**src/rtl/alu_result_display.sv**
```systemverilog
// alu_result_display: latches ALU result/flags on a synchronised button edge and drives the seg7 digit.
// Define ALU_DISP_FLAGS_EN to alternate result and flags every MAX_COUNT cycles; otherwise the result is held.
module alu_result_display #(
    parameter logic [23:0] MAX_COUNT = 24'd10_000_000
) (
    input  logic       clk,
    input  logic       reset,
    input  logic [3:0] result,
    input  logic [3:0] flags,
    input  logic       capture,
    output logic [3:0] digit,
    output logic       dp,
    output logic       blank,
    output logic [3:0] cap_count
);
`ifdef ALU_DISP_FLAGS_EN
    typedef enum logic [1:0] {IDLE, SHOW_RES, SHOW_FLG} state_t;
`else
    typedef enum logic [1:0] {IDLE, SHOW_RES} state_t;
`endif
    state_t state_q, state_d;
    logic sync1_q, sync2_q, prev_q;
    logic cap_pulse;
    logic [3:0] res_q, res_d;
    logic [3:0] capc_q, capc_d;
`ifdef ALU_DISP_FLAGS_EN
    logic [3:0] flg_q, flg_d;
    logic [23:0] phase_q, phase_d;
`else
    logic unused_cfg;
    assign unused_cfg = ^{flags, MAX_COUNT};
`endif

    assign cap_pulse = sync2_q & ~prev_q;

    // A capture overrides the terminal-count toggle and restarts the phase.
    always_comb begin
        state_d = state_q;
        res_d   = res_q;
        capc_d  = capc_q;
`ifdef ALU_DISP_FLAGS_EN
        flg_d   = flg_q;
        phase_d = '0;
        if (state_q != IDLE) begin
            phase_d = (phase_q == MAX_COUNT - 24'd1) ? 24'd0 : phase_q + 24'd1;
            if (phase_q == MAX_COUNT - 24'd1)
                state_d = (state_q == SHOW_RES) ? SHOW_FLG : SHOW_RES;
        end
`endif
        if (cap_pulse) begin
            state_d = SHOW_RES;
            res_d   = result;
            capc_d  = capc_q + 4'd1;
`ifdef ALU_DISP_FLAGS_EN
            flg_d   = flags;
            phase_d = '0;
`endif
        end
    end

    always_ff @(posedge clk) begin
        if (reset) begin
            sync1_q <= 1'b0;
            sync2_q <= 1'b0;
            prev_q  <= 1'b0;
            state_q <= IDLE;
            res_q   <= '0;
            capc_q  <= '0;
`ifdef ALU_DISP_FLAGS_EN
            flg_q   <= '0;
            phase_q <= '0;
`endif
        end else begin
            sync1_q <= capture;
            sync2_q <= sync1_q;
            prev_q  <= sync2_q;
            state_q <= state_d;
            res_q   <= res_d;
            capc_q  <= capc_d;
`ifdef ALU_DISP_FLAGS_EN
            flg_q   <= flg_d;
            phase_q <= phase_d;
`endif
        end
    end

    always_comb begin
        digit = (state_q == SHOW_RES) ? res_q : 4'd0;
        dp    = 1'b0;
`ifdef ALU_DISP_FLAGS_EN
        digit = (state_q == SHOW_FLG) ? flg_q : digit;
        dp    = (state_q == SHOW_FLG);
`endif
        blank = (state_q == IDLE);
    end

    assign cap_count = capc_q;
endmodule
```
**config.mk**
```make
export PLATFORM = sky130hd
export DESIGN_NAME = alu_result_display
export DESIGN_NICKNAME = d
export VERILOG_FILES = /design/src/rtl/alu_result_display.sv
export SDC_FILE = /design/constraint.sdc
export NUM_CORES = 1
export LEC_CHECK = 0
export CAP_MARGIN = 25
export CORE_AREA = 2 2 39 41
export DETAILED_ROUTE_END_ITERATION = 16
export DIE_AREA = 0 0 41 43
export GPL_TIMING_DRIVEN = 0
export PLACE_DENSITY_LB_ADDON = 0.2
export SYNTH_ARGS = -nofsm -noshare
export SYNTH_HDL_FRONTEND = slang
export SYNTH_SLANG_ARGS = --single-unit
```
**constraint.sdc**
```tcl
create_clock -name clk -period 1.2 [get_ports clk]
set_input_delay 0.24 -clock clk [delete_from_list [all_inputs] [get_ports clk]]
set_output_delay 0.24 -clock clk [all_outputs]
set_load 0.01 [all_outputs]
```
# ---- Yosys cells after proc, flatten, opt, wreduce, memory -nomap -nowiden
# Cells that the tools add are included.
dict set report word_totals {
  reg_bits 12
  inputBits 11
  output_inout_bits 10
  elab_cells 11
}
dict set report op_classes {
  add_sub_neg 1
  mux 1
  bitwise 2
  reduce_logical 1
}
# operator n
set ops {}
lappend ops {{adder 4 x 1 -> 4 bit (second input constant)} 1}
lappend ops {{2-to-1 mux 4 bit} 1}
lappend ops {{zero test 2 bit} 1}
lappend ops {{AND 1 bit} 1}
lappend ops {{NOT 1 bit} 1}

# ---- Depth between registers and ports, before layout
# Gate-level depths: netlist of run 1.
dict set report logic_depth {
  word_depth 2
  ltp_mapped 4
  depth_no_buf 4
}

# ---- Worst setup path before layout of run 1
# No wires, ideal clock.
dict set report synth_path {
  kind {register to register}
  start {register prev_q}
  end {register capc_q[3] (netlist: cap_count[3])}
  setup_time_ps 71
  arrival_ps 1008
  required_time_ps 1129
  setup_slack_ps 121
  path_stages_with_launch 5
  path_buffers 1
  synth_period_minus_slack_ps 1079
  cell_sequence {dfxtp_1 nand2b_1 clkbuf_2 or3_1 a21oi_1}
}
dict set report synth_between {
  elab_chain_len 2
}
# item line_no
set synth_lines {}
lappend synth_lines {{from (decl)} 22} ;# logic sync1_q, sync2_q, prev_q;
lappend synth_lines {{from (signal assigned)} 76} ;# prev_q <= sync2_q;
lappend synth_lines {{NOT 1 bit} 34} ;# assign cap_pulse = sync2_q & ~prev_q;
lappend synth_lines {{AND 1 bit} 34}
lappend synth_lines {{to (signal assigned)} 79} ;# capc_q <= capc_d;
lappend synth_lines {{to (decl)} 25} ;# logic [3:0] capc_q, capc_d;
# No other way between the ends.
# A chain may end at the register's enable or synchronous reset.

# ---- Worst setup path after layout of run 1
dict set report layout_path {
  start {register state_q[0]}
  end {output port digit[2]}
}
dict set report layout_between {
  elab_chain_len 1
}
# item line_no
set layout_lines {}
lappend layout_lines {{from (decl)} 21} ;# state_t state_q, state_d;
lappend layout_lines {{from (signal assigned)} 77} ;# state_q <= state_d;
lappend layout_lines {{2-to-1 mux 4 bit} 88} ;# digit = (state_q == SHOW_RES) ? res_q : 4'd0;
lappend layout_lines {{to (decl)} 11} ;# output logic [3:0] digit,
# No other way between the ends.

==> results.py, run 1 <==
metrics = {
    "timing": {
        "fmax_mhz": 844,
        "slew_viol_final": 0,
        "finalHoldViolations": 0,
        "rsz0062_at_grt": "true",
        "tns_ps": 0,
        "setup_viol": 0,
        "fin_ws_ps": 15.8,
        "fin_skew_ps": 0.313,
        "post-route-period-util_pct": 98.7,
        "min_period_ps": 1180,
    },
    "placement": {
        "gp_congestion": 0.629,
        "numPortBuffers": 15,
        "pre_cts_slack_ps": -146,
        "dpl_cell_area_um2": 628,
    },
    "global_routing": {
        "track_usage_pct": 10.3,
        "grt_antenna_before_repair": 0,
        "grt_overflow": 0,
        "grt_pass1_wl_um": 1150,
        "grt_start_max_net_pins": 11,
        "grt_pass1_vias": 277,
    },
    "clock_tree": {
        "cts.reportedPaths.clkPinSlew_ps": 70,
        "root_buffer": "clkbuf_4",
        "cts_tree": "done",
        "insertion_delay_ps": 270,
        "cts_max_level": 1,
        "cts_num_sinks": 12,
        "cts_max_path_buffers": 2,
        "cts_hold_buf": 0,
        "numCtsBuffers": 3,
    },
    "drt": {
        "vias_per_cell": 4.36,
        "wl_per_cell_um": 9.20,
        "route.vias.total": 384,
        "drt-initial-drc-count": 2,
        "route.detailed.drc": 0,
        "drtPass1Iterations": 4,
        "wirelength_um": 810,
        "drtAntennaViolNets": 0,
    },
    "worst_hold_path": {
        "min_path_type": "flop to flop",
        "hold_start": "sync1_q",
    },
    "setup_path": {
        "crit_path_start": "state_q[0]",
        "worstSetupEndpoint": "digit[2]",
        "regToRegEndpoint": "cap_count[3]",
        "arrival_ps": 940,
        "rrSetupSlack_ps": 70,
        "startpoint_type": "flop",
        "worstSetupPathType": "flop to output pin",
        "reg2reg_depth": 4,
        "required_ps": 960,
        "end_kind": "output pin",
        "r2r_start": "prev_q",
        "cp_max_fo": 4,
    },
    "yosys": {
        "ys.warnings.count": 0,
        "ys_ff_latch": 12,
        "seq_area_frac_synth_pct": 52.5,
        "avgSynthCellArea_um2": 8.81,
        "yosysUniqueCellTypes": 20,
        "synth.cell_area_um2": 458,
        "synth_cells": 52,
        "synth_fp_nets": 64,
    },
    "floorplanning": {
        "ioPinCount": 21,
        "core-area_mm2": 0.00138,
        "die_w_um": 41,
        "fp.dieH_um": 43,
        "die-area_mm2": 0.00176,
        "rows": 14,
        "start_util_pct": 33.1,
    },
    "cells_and_area": {
        "design_area_um2": 692,
        "area_delta_synth_final_pct": 51.1,
        "layout_common_cells": "nand2_1 (10), dfxtp_1 (8), a21oi_1 (7), clkdlybuf4s50_1 (6)",
        "final_common_cell": "nand2_1",
        "layout-drive-gt1-share_pct": 27.8,
        "num_antenna_cells": 0,
        "final_util_pct": 50.0,
        "nNetsFinal": 85,
    },
    "pwr": {
        "power_frac_clock_pct": 39.3,
        "vdd_drop_max_mv": 0.654,
        "p_seq_share_pct": 51.9,
        "p_sw_uw": 170,
        "powerDensity_mw_per_mm2": 1170,
        "comb_power_share_pct": 8.8,
        "power.internal_uw": 640,
        "p_sw_share_pct": 21.0,
        "p_leak_nw": 0.292,
    },
    "run_status": {
        "status": "completed",
    },
    "job": {
        "maxCapViolations": 0,
    },
}
==> metrics by stage <==
step / power, mW / hold slack (ps) / instances
2_1_floorplan: 0.460 / 312 / 52
3_3_place_gp: 0.496 / 418 / 83
3_5_place_dp: 0.497 / 432 / 83
4_1_cts: 0.819 / 451 / 88
5_1_grt: 0.846 / 455 / 88
6_report: 0.809 / 441 / 88
==> power by group through the flow <==
stage / Clock (mW) / Combinational, mW / Sequential [mW]
3_3_place_gp: 0 / 0.0679 / 0.428
5_1_grt: 0.346 / 0.0789 / 0.422
2_1_floorplan: 0 / 0.0316 / 0.428
4_1_cts: 0.329 / 0.0705 / 0.420
3_5_place_dp: 0 / 0.0682 / 0.429
6_report: 0.318 / 0.0713 / 0.420
==> metal layers <==
metal / vias up / global-route usage [%] / wire length [um]
li1: 203 / - / -
met1: 162 / 12.9 / 371
met2: 15 / 13.1 / 341
met3: 4 / 3.14 / 73
met4: 0 / 10.0 / 23
met5: - / 0 / 0
==> cell families (layout without fill, tap and decap cells) <==
kind of cell	Yosys count	in the layout	share of synthesized area (%)
buffers and inverters	4	24	4.37
and+or+nand+nor	24	24	27.1
DFF	12	12	52.5
other	1	1	0.819
xor gates and xnor gates	2	2	3.83
adders and majority gates	1	1	2.73
AOI/OAI and AO/OA	8	8	8.74
==> area by class of cell <==
cell class / instances / area [um2]
repair buffers: 16 / 160
fillers: 144 / 692
multi-input cells: 36 / 208
inverters: 1 / 3.75
well taps: 16 / 20.0
clock buffers: 4 / 36.3
flip-flops and latches: 12 / 245
plain buffers: 3 / 18.8
==> how the worst min path moves through the flow <==
stage / end / slack, ps / depth (start not counted)
6_report: sync2_q / 440 / 1
5_1_grt: sync2_q / 460 / 1
4_1_cts: sync2_q / 450 / 1
3_5_place_dp: sync2_q / 430 / 1
3_3_place_gp: sync2_q / 420 / 1
2_1_floorplan: prev_q / 310 / 1
==> critical path, stage by stage, from the launching register on <==
cell     delay, ps
dfxtp_2        320
buf_6          110
and2_4         130
buf_6          110
==> timing repair <==
action                     in CTS  in global routing
setup buffers                   1                  0
setup endpoints to repair       9                  6
resized for setup              28                 10
pin swaps                       0                  1
==> synthesized netlist by cell type <==
cell type,count,area share [%]
ha_1,1,2.7
o21ai_0,1,1.1
xnor2_1,1,1.9
nand3b_1,1,1.6
and2_1,4,5.5
clkbuf_2,1,1.1
clkbuf_1,1,0.82
nand2_1,10,8.2
a21oi_1,7,7.6
inv_1,1,0.82
xor2_1,1,1.9
and2b_4,1,2.2
conb_1,1,0.82
dfxtp_1,12,52
nand3_1,1,1.1
or3_1,1,1.4
nand2b_1,1,1.4
buf_4,1,1.6
nor2b_1,3,4.1
nor2_1,2,1.6
==> sequential cells by signal (all words and copies together) (netlist names) <==
register and flops:
cap_count 4, res_q 4, prev_q 1, state_q 1, sync1_q 1, sync2_q 1
Note: power is estimated with default switching activity, not from simulation.
==> run 2: changes to the inputs <==
--- a/config.mk
+++ b/config.mk
@@ -10,7 +10,8 @@
 export DETAILED_ROUTE_END_ITERATION = 16
 export DIE_AREA = 0 0 41 43
 export GPL_TIMING_DRIVEN = 0
-export PLACE_DENSITY_LB_ADDON = 0.2
+export PLACE_DENSITY = 0.79
+export SETUP_SLACK_MARGIN = 0.1
 export SYNTH_ARGS = -nofsm -noshare
 export SYNTH_HDL_FRONTEND = slang
 export SYNTH_SLANG_ARGS = --single-unit
==> results.py, run 2 (same netlist as run 1, synthesis figures left out) <==
metrics = {
    "run_status": {
        "status": "completed",
    },
    "cells_and_area": {
        "layout-drive-gt1-share_pct": 46.7,
        "layout_common_cells": "nand2_1 (10), a21oi_1 (7), buf_4 (6), clkdlybuf4s50_1 (6)",
        "fin_cells": 91,
        "fillers": 138,
        "nNetsFinal": 88,
        "num_antenna_cells": 0,
        "layout.area.seq_um2": 254,
        "multi_input_area_um2": 223,
        "final_common_cell": "nand2_1",
        "area_delta_synth_final_pct": 59.3,
    },
    "pwr": {
        "power_frac_clock_pct": 39.1,
        "p_leak_nw": 0.294,
        "vdd_drop_max_mv": 0.612,
        "p_sw_uw": 173,
        "power.internal_uw": 642,
        "p_seq_share_pct": 51.2,
        "p_sw_share_pct": 21.3,
        "comb_power_share_pct": 9.6,
        "powerDensity_mw_per_mm2": 1120,
    },
    "drt": {
        "wl_per_cell_um": 9.49,
        "wirelength_um": 864,
        "drt-initial-drc-count": 3,
        "route.detailed.drc": 0,
        "vias_per_cell": 4.46,
        "drtAntennaViolNets": 0,
        "drtPass1Iterations": 4,
        "route.vias.total": 406,
    },
    "clock_tree": {
        "insertion_delay_ps": 270,
        "cts_tree": "done",
        "root_buffer": "clkbuf_4",
        "cts_hold_buf": 0,
        "numCtsBuffers": 3,
        "cts_num_sinks": 12,
        "cts_max_path_buffers": 2,
        "cts_max_level": 1,
        "cts.reportedPaths.clkPinSlew_ps": 80,
    },
    "global_routing": {
        "grt_antenna_before_repair": 0,
        "grt_pass1_vias": 369,
        "grt_pass1_wl_um": 1440,
        "track_usage_pct": 12.4,
        "grt_start_max_net_pins": 11,
        "grt_overflow": 0,
    },
    "setup_path": {
        "reg2reg_depth": 3,
        "max_stage_delay_ps": 370,
        "end_kind": "output pin",
        "critPathTopFamily": "flip-flops",
        "worstSetupPathType": "flop to output pin",
        "startpoint_type": "flop",
        "crit_slowest_cell": "dfxtp_4",
        "regToRegEndpoint": "cap_count[3]",
        "crit_path_start": "state_q[0]",
        "r2r_start": "prev_q",
        "crit_chain": "and2_4 > buf_6",
        "cp_max_fo": 5,
        "critPathBufInv": 1,
        "required_ps": 960,
        "arrival_ps": 880,
        "rrSetupSlack_ps": 160,
    },
    "floorplanning": {
        "rows": 14,
        "start_util_pct": 33.1,
        "die-area_mm2": 0.00176,
        "core-area_mm2": 0.00138,
        "die_w_um": 41,
        "fp.dieH_um": 43,
        "ioPinCount": 21,
    },
    "timing": {
        "post-route-period-util_pct": 93.6,
        "min_period_ps": 1120,
        "rsz0062_at_grt": "true",
        "timing.hold.ws_ps": 443,
        "finalHoldViolations": 0,
        "slew_viol_final": 0,
        "setup_viol": 0,
        "fin_skew_ps": 6.39,
        "fmax_mhz": 890,
    },
    "worst_hold_path": {
        "worstHoldPathCells": 1,
        "min_path_type": "flop to flop",
        "hold_start": "sync1_q",
        "min_to": "sync2_q",
    },
    "placement": {
        "place_hpwl_um": 567,
        "dp.cells": 83,
        "numPortBuffers": 15,
        "gp_congestion": 0.652,
    },
    "job": {
        "maxCapViolations": 0,
    },
}
-- run 2: routing by layer --
layer  global-route usage, %  up-vias  share of wire (%)
li1                        -      210                  -
met1                    15.7      181                 43
met2                    16.6       13                 49
met3                    3.66        2                7.4
met4                    10.0        0               0.46
met5                       0        -                  0
-- run 2: worst max-delay path by stage --
stage / endpoint / slack [ps] / depth (start not counted)
after floorplan: cap_count[3] / 120 / 4
after global placement: sync1_q / -110 / 3
after detailed placement: sync1_q / -130 / 3
after CTS: digit[1] / 70 / 2
after global routing: digit[3] / 50 / 2
final: digit[1] / 80 / 2
-- run 2: timing repair --
| action | 4_1_cts | 5_1_grt |
|---|---|---|
| cloned | 0 | 0 |
| gates resized for setup | 41 | 18 |
| pin swaps | 2 | 3 |
| setup buffers | 4 | 1 |
| setup endpoints to repair | 10 | 10 |
-- run 2: stage by stage --
step | power [mW] | setup TNS [ps] | setup WS (ps) | util (%) | instance area [um2]
global placement | 0.495 | -1260 | -111 | 45.4 | 628
floorplan | 0.460 | 0 | 121 | - | 458
finish | 0.815 | 0 | 76.6 | 52.7 | 729
global route | 0.854 | 0 | 49.5 | 52.7 | 729
detailed placement | 0.497 | -1450 | -131 | 45.4 | 628
CTS | 0.825 | 0 | 72.4 | 50.5 | 698
-- run 2: power groups by stage --
stage / Clock (mW) / Combinational [mW] / Sequential [mW]
floorplan: 0 / 0.0316 / 0.428
global placement: 0 / 0.0669 / 0.428
detailed placement: 0 / 0.0679 / 0.429
CTS: 0.326 / 0.0790 / 0.420
global route: 0.347 / 0.0874 / 0.419
finish: 0.319 / 0.0785 / 0.417
-- run 2: layout make-up --
class | instances | share of cell area [%]
Buffer | 2 | 1.72
Clock buffer | 4 | 4.97
Inverter | 1 | 0.515
Multi-Input combinational cell | 36 | 30.5
Sequential cell | 12 | 34.8
Tap cell | 16 | 2.74
Timing Repair Buffer | 20 | 24.7
